**config.mk**
```make
export PLATFORM = sky130hd
export DESIGN_NAME = compare_serial
export DESIGN_NICKNAME = d
export VERILOG_FILES = /design/src/rtl/compare_serial.sv
export SDC_FILE = /design/constraint.sdc
export NUM_CORES = 1
export LEC_CHECK = 0
export BUFFER_PORTS_ARGS = -buffer_cell sky130_fd_sc_hd__buf_4
export CORE_MARGIN = 5
export CORE_UTILIZATION = 59
export DETAILED_ROUTE_END_ITERATION = 10
export HOLD_SLACK_MARGIN = 0.03
export PLACE_DENSITY = 0.85
export SYNTH_ARGS = -nofsm -noshare
export SYNTH_HDL_FRONTEND = slang
export SYNTH_SLANG_ARGS = --single-unit
```
**constraint.sdc**
```tcl
create_clock -name clk -period 4.3 [get_ports clk]
set_input_delay 0.645 -clock clk [delete_from_list [all_inputs] [get_ports clk]]
set_output_delay 0.645 -clock clk [all_outputs]
set_load 0.05 [all_outputs]
```
**src/rtl/compare_serial.sv**
```systemverilog
// Bit-serial unsigned magnitude comparator, MSB first with early exit; done pulses j+2 cycles after start for first mismatch at MSB-relative bit j.
// No backpressure: start is taken only in IDLE and ignored while busy; results hold until the next accepted start.
module compare_serial #(
   parameter int WIDTH = 64
) (
   input  logic             clk,
   input  logic             rst_n,
   input  logic             start,
   input  logic [WIDTH-1:0] a,
   input  logic [WIDTH-1:0] b,
   output logic             busy,
   output logic             done,
   output logic             eq,
   output logic             gt,
   output logic             lt,
   output logic             ge,
   output logic             le,
   output logic [6:0]       cycles
);

   typedef enum logic [1:0] {
      IDLE  = 2'd0,
      SHIFT = 2'd1,
      DONE  = 2'd2
   } state_t;

   state_t           state, state_nxt;
   logic [WIDTH-1:0] sa, sa_nxt;
   logic [WIDTH-1:0] sb, sb_nxt;
   logic [6:0]       cnt, cnt_nxt;
   logic [6:0]       cycles_nxt;
   logic             eq_nxt, gt_nxt, lt_nxt;

   always_ff @(posedge clk or negedge rst_n) begin
      if (!rst_n) begin
         state  <= IDLE;
         sa     <= '0;
         sb     <= '0;
         cnt    <= '0;
         cycles <= '0;
         eq     <= 1'b0;
         gt     <= 1'b0;
         lt     <= 1'b0;
      end else begin
         state  <= state_nxt;
         sa     <= sa_nxt;
         sb     <= sb_nxt;
         cnt    <= cnt_nxt;
         cycles <= cycles_nxt;
         eq     <= eq_nxt;
         gt     <= gt_nxt;
         lt     <= lt_nxt;
      end
   end

   always_comb begin
      state_nxt  = state;
      sa_nxt     = sa;
      sb_nxt     = sb;
      cnt_nxt    = cnt;
      cycles_nxt = cycles;
      eq_nxt     = eq;
      gt_nxt     = gt;
      lt_nxt     = lt;
      case (state)
         IDLE: begin
            if (start) begin
               sa_nxt     = a;
               sb_nxt     = b;
               cnt_nxt    = 7'(WIDTH);
               cycles_nxt = '0;
               eq_nxt     = 1'b0;
               gt_nxt     = 1'b0;
               lt_nxt     = 1'b0;
               state_nxt  = SHIFT;
            end
         end
         SHIFT: begin
            cycles_nxt = cycles + 7'd1;
            if (sa[WIDTH-1] != sb[WIDTH-1]) begin
               // first differing bit decides the ordering outright
               gt_nxt    = sa[WIDTH-1];
               lt_nxt    = sb[WIDTH-1];
               state_nxt = DONE;
            end else if (cnt > 7'd1) begin
               sa_nxt  = {sa[WIDTH-2:0], 1'b0};
               sb_nxt  = {sb[WIDTH-2:0], 1'b0};
               cnt_nxt = cnt - 7'd1;
            end else begin
               eq_nxt    = 1'b1;
               state_nxt = DONE;
            end
         end
         DONE: begin
            state_nxt = IDLE;
         end
         default: begin
            state_nxt = IDLE;
         end
      endcase
   end

   assign busy = (state != IDLE);
   assign done = (state == DONE);
   assign ge   = gt | eq;
   assign le   = lt | eq;

endmodule

```
* Word-level counts from Yosys, hierarchy flattened
Cells that the tools add are included.
** Storage, ports and cells
- Bits in registers :: 147
- Input bits :: 131
- Output and inout port bits :: 14
** Operators by class
- Add/subtract/negate cells :: 2
- $lt $le $gt $ge :: 1
- Eq/ne operators :: 9
- Mux-type cells :: 26
- Bitwise gates (word level) :: 2
- Reductions and logical operators :: 8
** Operator list (number)
- 64-bit two-way mux :: 6
- 64-bit one-hot mux with 2 select lines :: 2
- 7-bit two-way mux :: 4
- 7-bit one-hot mux with 2 select lines :: 2
- 2-bit inequality test (second input constant) :: 5
- 4-bit AND reduction :: 2
- 7-bit by 1-bit adder with 7-bit output (second input constant) :: 1
- 7-bit by 1-bit > comparator with 1-bit output (second input constant) :: 1
- 7-bit by 1-bit subtractor with 7-bit output (second input constant) :: 1
- 2-bit two-way mux :: 3
- 1-bit one-hot mux with 2 select lines :: 3
- 1-bit two-way mux :: 5
- 2-bit one-hot mux with 2 select lines :: 1
- 2-bit AND reduction :: 2
- 2-bit nonzero test :: 2
- 3-bit inequality test (second input constant) :: 1
- 3-bit AND reduction :: 1
- 2-bit by 1-bit == test with 1-bit output (second input constant) :: 1
- 2-bit == test (second input constant) :: 1
- 2-bit zero test :: 1
- 1-bit bitwise OR :: 2
- 1-bit inequality test :: 1

* Longest topological paths before layout
Gate-level depths: netlist of run 1.
- Depth in word-level cells :: 4
- Mapped depth :: 9
- Gate-level depth less buffers :: 7

* Worst setup path before layout of run 1
OpenSTA, ideal clock, no wires.
- Kind :: input -> register
- Start :: in start
- End :: reg cnt[3]
- Arrival time :: 1.760 ns
- Slack :: 2.463 ns
- Stages :: 5
- Buffers on the path :: 1
- Cell sequence :: nor3b_4 > a21oi_2 > buf_6 > or4_1 > a21oi_1
** Between the ends
- Word-level cells in the longest chain between the ends :: 2
** RTL lines
- start, declared :: line 8 : input logic start,
- 2-bit inequality test (no source line)
- 4-bit AND reduction (no source line)
- end signal, assigned :: line 48 : cnt <= cnt_nxt;
- end, declared :: line 30 : logic [6:0] cnt, cnt_nxt;
Every way passes these cells.
A chain may end at the register's enable or synchronous reset.

* Worst setup path in the final report of run 1
- Start :: reg state[0]
- End :: reg cnt[3]
** Between the ends
- Word-level cells in the longest chain between the ends :: 3
- Elaborated cells between the ends (all ways) :: 8
** RTL lines
- start, declared :: line 27 : state_t state, state_nxt;
- start signal, assigned :: line 45 : state <= state_nxt;
- 2-bit by 1-bit == test with 1-bit output or 2-bit zero test (tied branches) :: line 65 : case (state)
- 2-bit inequality test (no source line) or 2-bit nonzero test (tied branches)
- 4-bit AND reduction (no source line)
Parallel ways exist; a longest one is shown, timed or not.

==> results of run 1 <==
synthesized netlist by cell type (2+ instances only):
master / n / area, µm²
o21ai_1: 197 / 986.0
dfrtp_1: 147 / 3679
mux2i_1: 127 / 1271
o21ai_0: 60 / 300.3
buf_2: 29 / 145.1
clkbuf_1: 18 / 67.56
buf_4: 9 / 67.56
nand2_1: 9 / 33.78
nor2_1: 6 / 22.52
o31ai_1: 6 / 45.04
a21oi_1: 5 / 25.02
inv_1: 5 / 18.77
nand4_1: 5 / 31.28
a22o_1: 4 / 35.03
buf_6: 3 / 33.78
ha_1: 3 / 37.54
nand3_1: 3 / 15.01
or2_2: 3 / 18.77
or4_1: 3 / 22.52
nor2b_1: 2 / 12.51
o211ai_1: 2 / 15.01
o21bai_1: 2 / 15.01
o22ai_1: 2 / 12.51
or3_1: 2 / 12.51
flip-flops by register name (all words and copies together), names as in the netlist:
name    cells
sa         64
sb         64
cnt         7
cycles      7
state       2
eq          1
gt          1
lt          1
worst max path at each step:
stage | from | to | slack [ns] | cells after the start
5_1_grt | state[0] | cnt[3] | 1.22 | 6
4_1_cts | state[0] | cnt[3] | 1.42 | 6
3_3_place_gp | state[0] | cnt[4] | 1.55 | 6
2_1_floorplan | start | cnt[3] | 2.46 | 5
6_report | state[0] | cnt[3] | 1.45 | 6
3_5_place_dp | state[0] | cnt[3] | 1.47 | 6
logic make-up (layout without fill, tap and decap cells):
| kind of cell | after synthesis | count (layout) | share of synthesized area |
|---|---|---|---|
| adders and majority gates | 3 | 3 | 0.005315 |
| and+or+nand+nor | 41 | 41 | 0.03437 |
| xor gates and xnor gates | 1 | 1 | 0.001240 |
| AOI/OAI and AO/OA | 283 | 283 | 0.2085 |
| buffers and inverters | 66 | 191 | 0.04818 |
| DFF | 147 | 147 | 0.5208 |
| muxes | 128 | 128 | 0.1816 |
layout make-up:
class                           count  area (µm²)
Clock inverter                      3       40.04
Timing Repair Buffer              153        1152
Tap cell                          147       183.9
Sequential cell                   147        3679
Inverter                            6       22.52
Multi-Input combinational cell    456        3069
Fill cell                         829        3174
Clock buffer                       29       540.5
power by group through the flow:
| stage | clock network, mW | logic, mW | registers [mW] |
|---|---|---|---|
| floorplan | 0 | 2.33 | 2.40 |
| global placement | 0 | 2.82 | 2.40 |
| detailed placement | 0 | 2.96 | 2.44 |
| CTS | 1.46 | 2.98 | 2.43 |
| global route | 1.54 | 3.31 | 2.52 |
| finish | 1.45 | 2.96 | 2.44 |
critical path, delay by kind of cell (launching register included):
family,cells,cell delay [ns]
AO/OA/AOI/OAI,2,0.52
buffers and inverters,2,0.92
flip-flops,1,0.50
AND/OR/NAND/NOR,2,0.82
layer usage:
metal / part of all wire / wire length, µm / GRT usage
met5: 0 / 0 / 0
met3: 0.056 / 942 / 0.05840
met2: 0.49 / 8136 / 0.3822
met1: 0.44 / 7375 / 0.3270
met4: 0.015 / 257 / 0.07230
==> results.yml, run 1 <==
route:
  drt_iter0_drc: 498
  wl_mm: 16.71
  vias: 5626
  wl_per_cell_um: 17.76
  drtPass1Iterations: 5
  vias_per_cell: 5.979
  drc: 0
  antenna_left: 0
sta:
  slew_headroom: 0.1996
  setup_ws_ns: 1.451
  final.min_clock_period_ns: 2.849
  finClkSkew_ns: 0.005652
  final_hold_viol_count: 0
  min_period_over_period: 0.6625
  setup_tns_ns: 0
  setup_violations: 0
  drv_slew: 0
  rsz0062_at_grt: "no"
  fin_hold_ws_ns: 0.3406
  max_freq_ghz: 0.3510
  max_slew.worst_pin.slew_ns: 1.201
power:
  p_switching_mw: 2.703
  ir_drop_uv: 503.4
  swShare: 0.3946
  comb_power_share: 0.432
  p_int_mw: 4.148
  pwr-share-clk: 0.212
  p_seq_frac: 0.356
  leakage_nw: 3.930
  power_mw: 6.850
  power_density_mw_per_mm2: 788.6
clock_tree:
  clk_pin_slew_ns: 0.06
  post-cts-setup-buffer-count: 0
  ctsHoldBuffers: 0
  cts_buffer_depth: 2
  root_buffer: "clkbuf_16"
  cts.sinks: 147
  cts_tree: "done"
  cts_buffers: 17
  clk-insertion-delay-late_ns: 0.42
  htreeDepth: 4
  cts-resized-gates: 0
placement:
  dp_hpwl_mm: 10.56
  io_buffers: 144
  globalplace.congestion: 0.8112
  place_inst: 909
  postPlaceCellArea_mm2: 0.008107
  pre_cts_slack_ns: 1.466
worst_setup_path:
  crit_top_cell: "buf_4"
  rr_worst_depth: 6
  crit_type: "flop to flop"
  slowest_stage: "or4_1"
  cpPeakStageDelay_ns: 0.55
  r2r_end: "cnt[3]"
  path_cells: "nor2b_4 > buf_4 > a21oi_4 > buf_4 > or4_1 > a21oi_1"
  required_ns: 4.64
  cp_max_fo: 49
  r2r-start: "state[0]"
  worstPathArrival_ns: 3.19
  worstSetupStartpointType: "flop"
  r2r_setup_slack_ns: 1.45
  cp-end-kind: "flop"
final_layout:
  layout-drive-gt1-share: 0.2406
  layout_common_cells: "197 x o21ai_1, 152 x buf_4, 147 x dfrtp_1"
  antennaDiodeCount: 0
  mostFrequentLayoutCell: "o21ai_1"
  syn2layout_area_growth_pct: 22.99
  nets: 915
  final_cell_area_mm2: 0.008687
  final_util: 0.7324
  final_cell_count_no_fill: 941
synth:
  synthesis.area_mm2: 0.007063
  ys_async_sr_fraction: 1.000
  syn_avg_cell_area_um2: 10.56
  yosysUniqueCellTypes: 41
  synth_cells: 669
  synth-seq-cells: 147
  synth.net_count: 803
  yosys_warnings: 0
  ys.flop_type: "dfrtp_1"
  synth_edf_count: 0
  ys_seq_area_frac: 0.5208
worst_hold_path:
  hp-class: "input pin to asynchronous set/reset pin"
die:
  dieArea_mm2: 0.01426
  ios: 145
  die_y_um: 119.4
  start_util: 0.5955
  rows: 40
  core-area_mm2: 0.01186
  die_w_um: 119.4
status:
  status: "completed"
global_route:
  grt_max_degree: 117
  grt_pass1_vias: 5614
  track_usage: 0.2396
  antenna_found_initial: 0
  grt_overflow: 0
  grt_pass1_wl_mm: 27.90
run:
  max_cap_viol_count: 0
Power figures use the tool's default switching activity.
==> inputs of run 2 (changes only) <==
--- a/config.mk
+++ b/config.mk
@@ -5,12 +5,13 @@
 export SDC_FILE = /design/constraint.sdc
 export NUM_CORES = 1
 export LEC_CHECK = 0
+export ABC_AREA = 1
 export BUFFER_PORTS_ARGS = -buffer_cell sky130_fd_sc_hd__buf_4
 export CORE_MARGIN = 5
-export CORE_UTILIZATION = 59
+export CORE_UTILIZATION = 56
 export DETAILED_ROUTE_END_ITERATION = 10
 export HOLD_SLACK_MARGIN = 0.03
-export PLACE_DENSITY = 0.85
+export PLACE_DENSITY = 0.81
 export SYNTH_ARGS = -nofsm -noshare
 export SYNTH_HDL_FRONTEND = slang
 export SYNTH_SLANG_ARGS = --single-unit
==> constraint.sdc (replaced) <==
create_clock -name clk -period 2.8 [get_ports clk]
set_input_delay 0.42 -clock clk [delete_from_list [all_inputs] [get_ports clk]]
set_output_delay 0.42 -clock clk [all_outputs]
set_load 0.05 [all_outputs]
==> results.yml, run 2 <==
status:
  status: "completed"
final_layout:
  antennaDiodeCount: 0
  nets: 1341
  final_cell_area_mm2: 0.009360
  multi_input_area_mm2: 0.003542
  fill_cells: 1120
  mostFrequentLayoutCell: "nand2_1"
  reg.largest.list: "sa: 64 flops, sb: 64 flops"
  syn2layout_area_growth_pct: 22.42
  regArea_mm2: 0.003679
  layout-drive-gt1-share: 0.1567
  layout_common_cells: "681 x nand2_1, 147 x dfrtp_1, 146 x buf_4"
worst_setup_path:
  required_ns: 3.16
  slowest_stage: "dfrtp_1"
  r2r-start: "state[1]"
  crit_type: "flop to flop"
  rr_worst_depth: 10
  r2r_end: "sb[27]"
  worstPathArrival_ns: 2.52
  critPathTopFamily: "simple AND/OR/NAND/NOR gates"
  cp-end-kind: "flop"
  cp_max_fo: 51
  r2r_setup_slack_ns: 0.64
  worstSetupStartpointType: "flop"
  crit_start: "state[1]"
  crit_top_cell: "nand2_1"
  cpPeakStageDelay_ns: 0.38
  path_cells: "inv_1 > nand2_4 > inv_4 > nand2_1 > nand2_1 > inv_4 > nand2_4 > buf_12 > nand2_1 > nand2_1"
  cp.depth: 10
  timing.critical_path.buf_inv: 4
  endpoint: "sb[27]"
sta:
  drv_slew: 0
  setup_tns_ns: 0
  max_freq_ghz: 0.4622
  min_period_over_period: 0.7726
  final.min_clock_period_ns: 2.163
  max_slew.worst_pin.slew_ns: 0.7310
  rsz0062_at_grt: "no"
  final_hold_viol_count: 0
  slew_headroom: 0.5126
  setup_violations: 0
  finClkSkew_ns: 0.01476
die:
  dieArea_mm2: 0.01609
  die_y_um: 126.9
  core-area_mm2: 0.01330
  ios: 145
  rows: 42
  die_w_um: 126.9
  start_util: 0.5751
run:
  max_cap_viol_count: 0
global_route:
  grt_overflow: 0
  antenna_found_initial: 0
  grt_pass1_wl_mm: 31.27
  grt_pass1_vias: 6992
  grt_max_degree: 136
  track_usage: 0.2335
clock_tree:
  cts_buffers: 17
  cts-resized-gates: 0
  clk-insertion-delay-late_ns: 0.43
  cts_buffer_depth: 2
  root_buffer: "clkbuf_16"
  cts_tree: "done"
  htreeDepth: 4
  clk_pin_slew_ns: 0.06
  cts.sinks: 147
synth:
  synthesis.area_mm2: 0.007646
  synth_edf_count: 0
  yosys-top-cells-area: "dfrtp_1 48%, nand2_1 33%, nand3_1 9.4%, buf_2 2.4%, clkbuf_1 1.1%"
  ys_seq_area_frac: 0.4811
  synth_top_area_share: 0.4811
  synth-seq-cells: 147
  synth.net_count: 1239
  syn_avg_cell_area_um2: 6.920
  synth_cells: 1105
  synth.top_cells.by_count: "682 x nand2_1, 147 x dfrtp_1, 144 x nand3_1"
  synth.most_common_cell: "nand2_1"
  ys_async_sr_fraction: 1.000
  synth_area_leader_cell: "dfrtp_1"
  ys.flop_type: "dfrtp_1"
  yosysUniqueCellTypes: 25
  yosys_warnings: 0
placement:
  globalplace.congestion: 0.8278
  io_buffers: 144
  dp_hpwl_mm: 11.13
  postPlaceCellArea_mm2: 0.008748
route:
  drt_iter0_drc: 802
  vias_per_cell: 5.206
  vias: 7262
  drc: 0
  drtPass1Iterations: 5
  antenna_left: 0
  wl_per_cell_um: 13.33
  wl_mm: 18.60
power:
  ir_drop_uv: 1190
  leakage_nw: 5.440
  power_density_mw_per_mm2: 1234
worst_hold_path:
  hp-class: "input pin to flop"
-- run 2: cell count changes in the layout (fill, tap and decap cells not counted), moves of 8 or more --
cell / before / now
nand2_1: 8 / 681
o21ai_1: 197 / 1
nand3_1: 3 / 144
mux2i_1: 127 / 1
o21ai_0: 60 / 4
inv_1: 5 / 18
nor2_1: 6 / 14
-- run 2: cell families after synthesis --
family | count (synthesis) | synth area share
adder cells (fa/ha/maj) | 3 | 0.004910
AO/OA/AOI/OAI | 10 | 0.007363
flip-flops | 147 | 0.4811
AND/OR/NAND/NOR | 852 | 0.4469
multiplexers | 1 | 0.001309
buffers and inverters | 91 | 0.05727
XOR/XNOR | 1 | 0.001146
-- run 2: per-stage QoR --
stage | hold WS, ns | total power, mW | cells | util | worst slack (ns)
after detailed placement | 0.4585 | 9.242 | 1363 | 0.6580 | 0.6708
final | 0.2033 | 11.55 | 1395 | 0.7040 | 0.6366
after floorplan | 0.1244 | 8.020 | 1105 | - | 1.205
after CTS | 0.1955 | 11.59 | 1395 | 0.7040 | 0.6242
after global placement | 0.4532 | 9.064 | 1363 | 0.6580 | 0.7304
after global routing | 0.2145 | 12.56 | 1395 | 0.7040 | 0.4477
-- run 2: area by class of cell --
cell class	instances	share of cell area
Sequential cell	147	0.3930
Multi-Input combinational cell	867	0.3784
Timing Repair Buffer	154	0.1322
Clock buffer	28	0.05735
Tap cell	176	0.02353
Inverter	20	0.008555
Clock inverter	3	0.006951
-- run 2: worst min-delay path by stage --
stage | start | to | slack, ns | cells after the start
2_1_floorplan | rst_n | cnt[0] | 0.12 | 0
3_3_place_gp | sb[54] | sb[54] | 0.45 | 2
3_5_place_dp | sa[56] | sa[56] | 0.46 | 2
4_1_cts | a[0] | sa[0] | 0.20 | 3
5_1_grt | a[0] | sa[0] | 0.21 | 3
6_report | a[0] | sa[0] | 0.20 | 3
-- run 2: routing by layer --
layer	vias up	wire length [µm]	GRT usage
met3	20	1167	0.05170
met1	3388	8255	0.3039
met5	-	0	0
met4	0	195	0.06562
met2	233	8980	0.3948
li1	3621	-	-
-- run 2: worst min-delay path, stage by stage --
cell	delay, ns
buf_4	0.08
nand2_1	0.05
nand2_1	0.06
-- run 2: where the power goes --
part,switching [mW],leakage (nW),internal [mW]
registers,0.563,1.85,3.14
logic,3.76,3.29,1.80
clock network,0.816,0.297,1.47
-- run 2: what timing repair did --
| action | in CTS | in global routing |
|---|---|---|
| hold endpoints to repair | 20 | 0 |
| hold buffers | 1 | 0 |
| setup buffers | 0 | 0 |
| endpoints found under the setup margin | 0 | 0 |
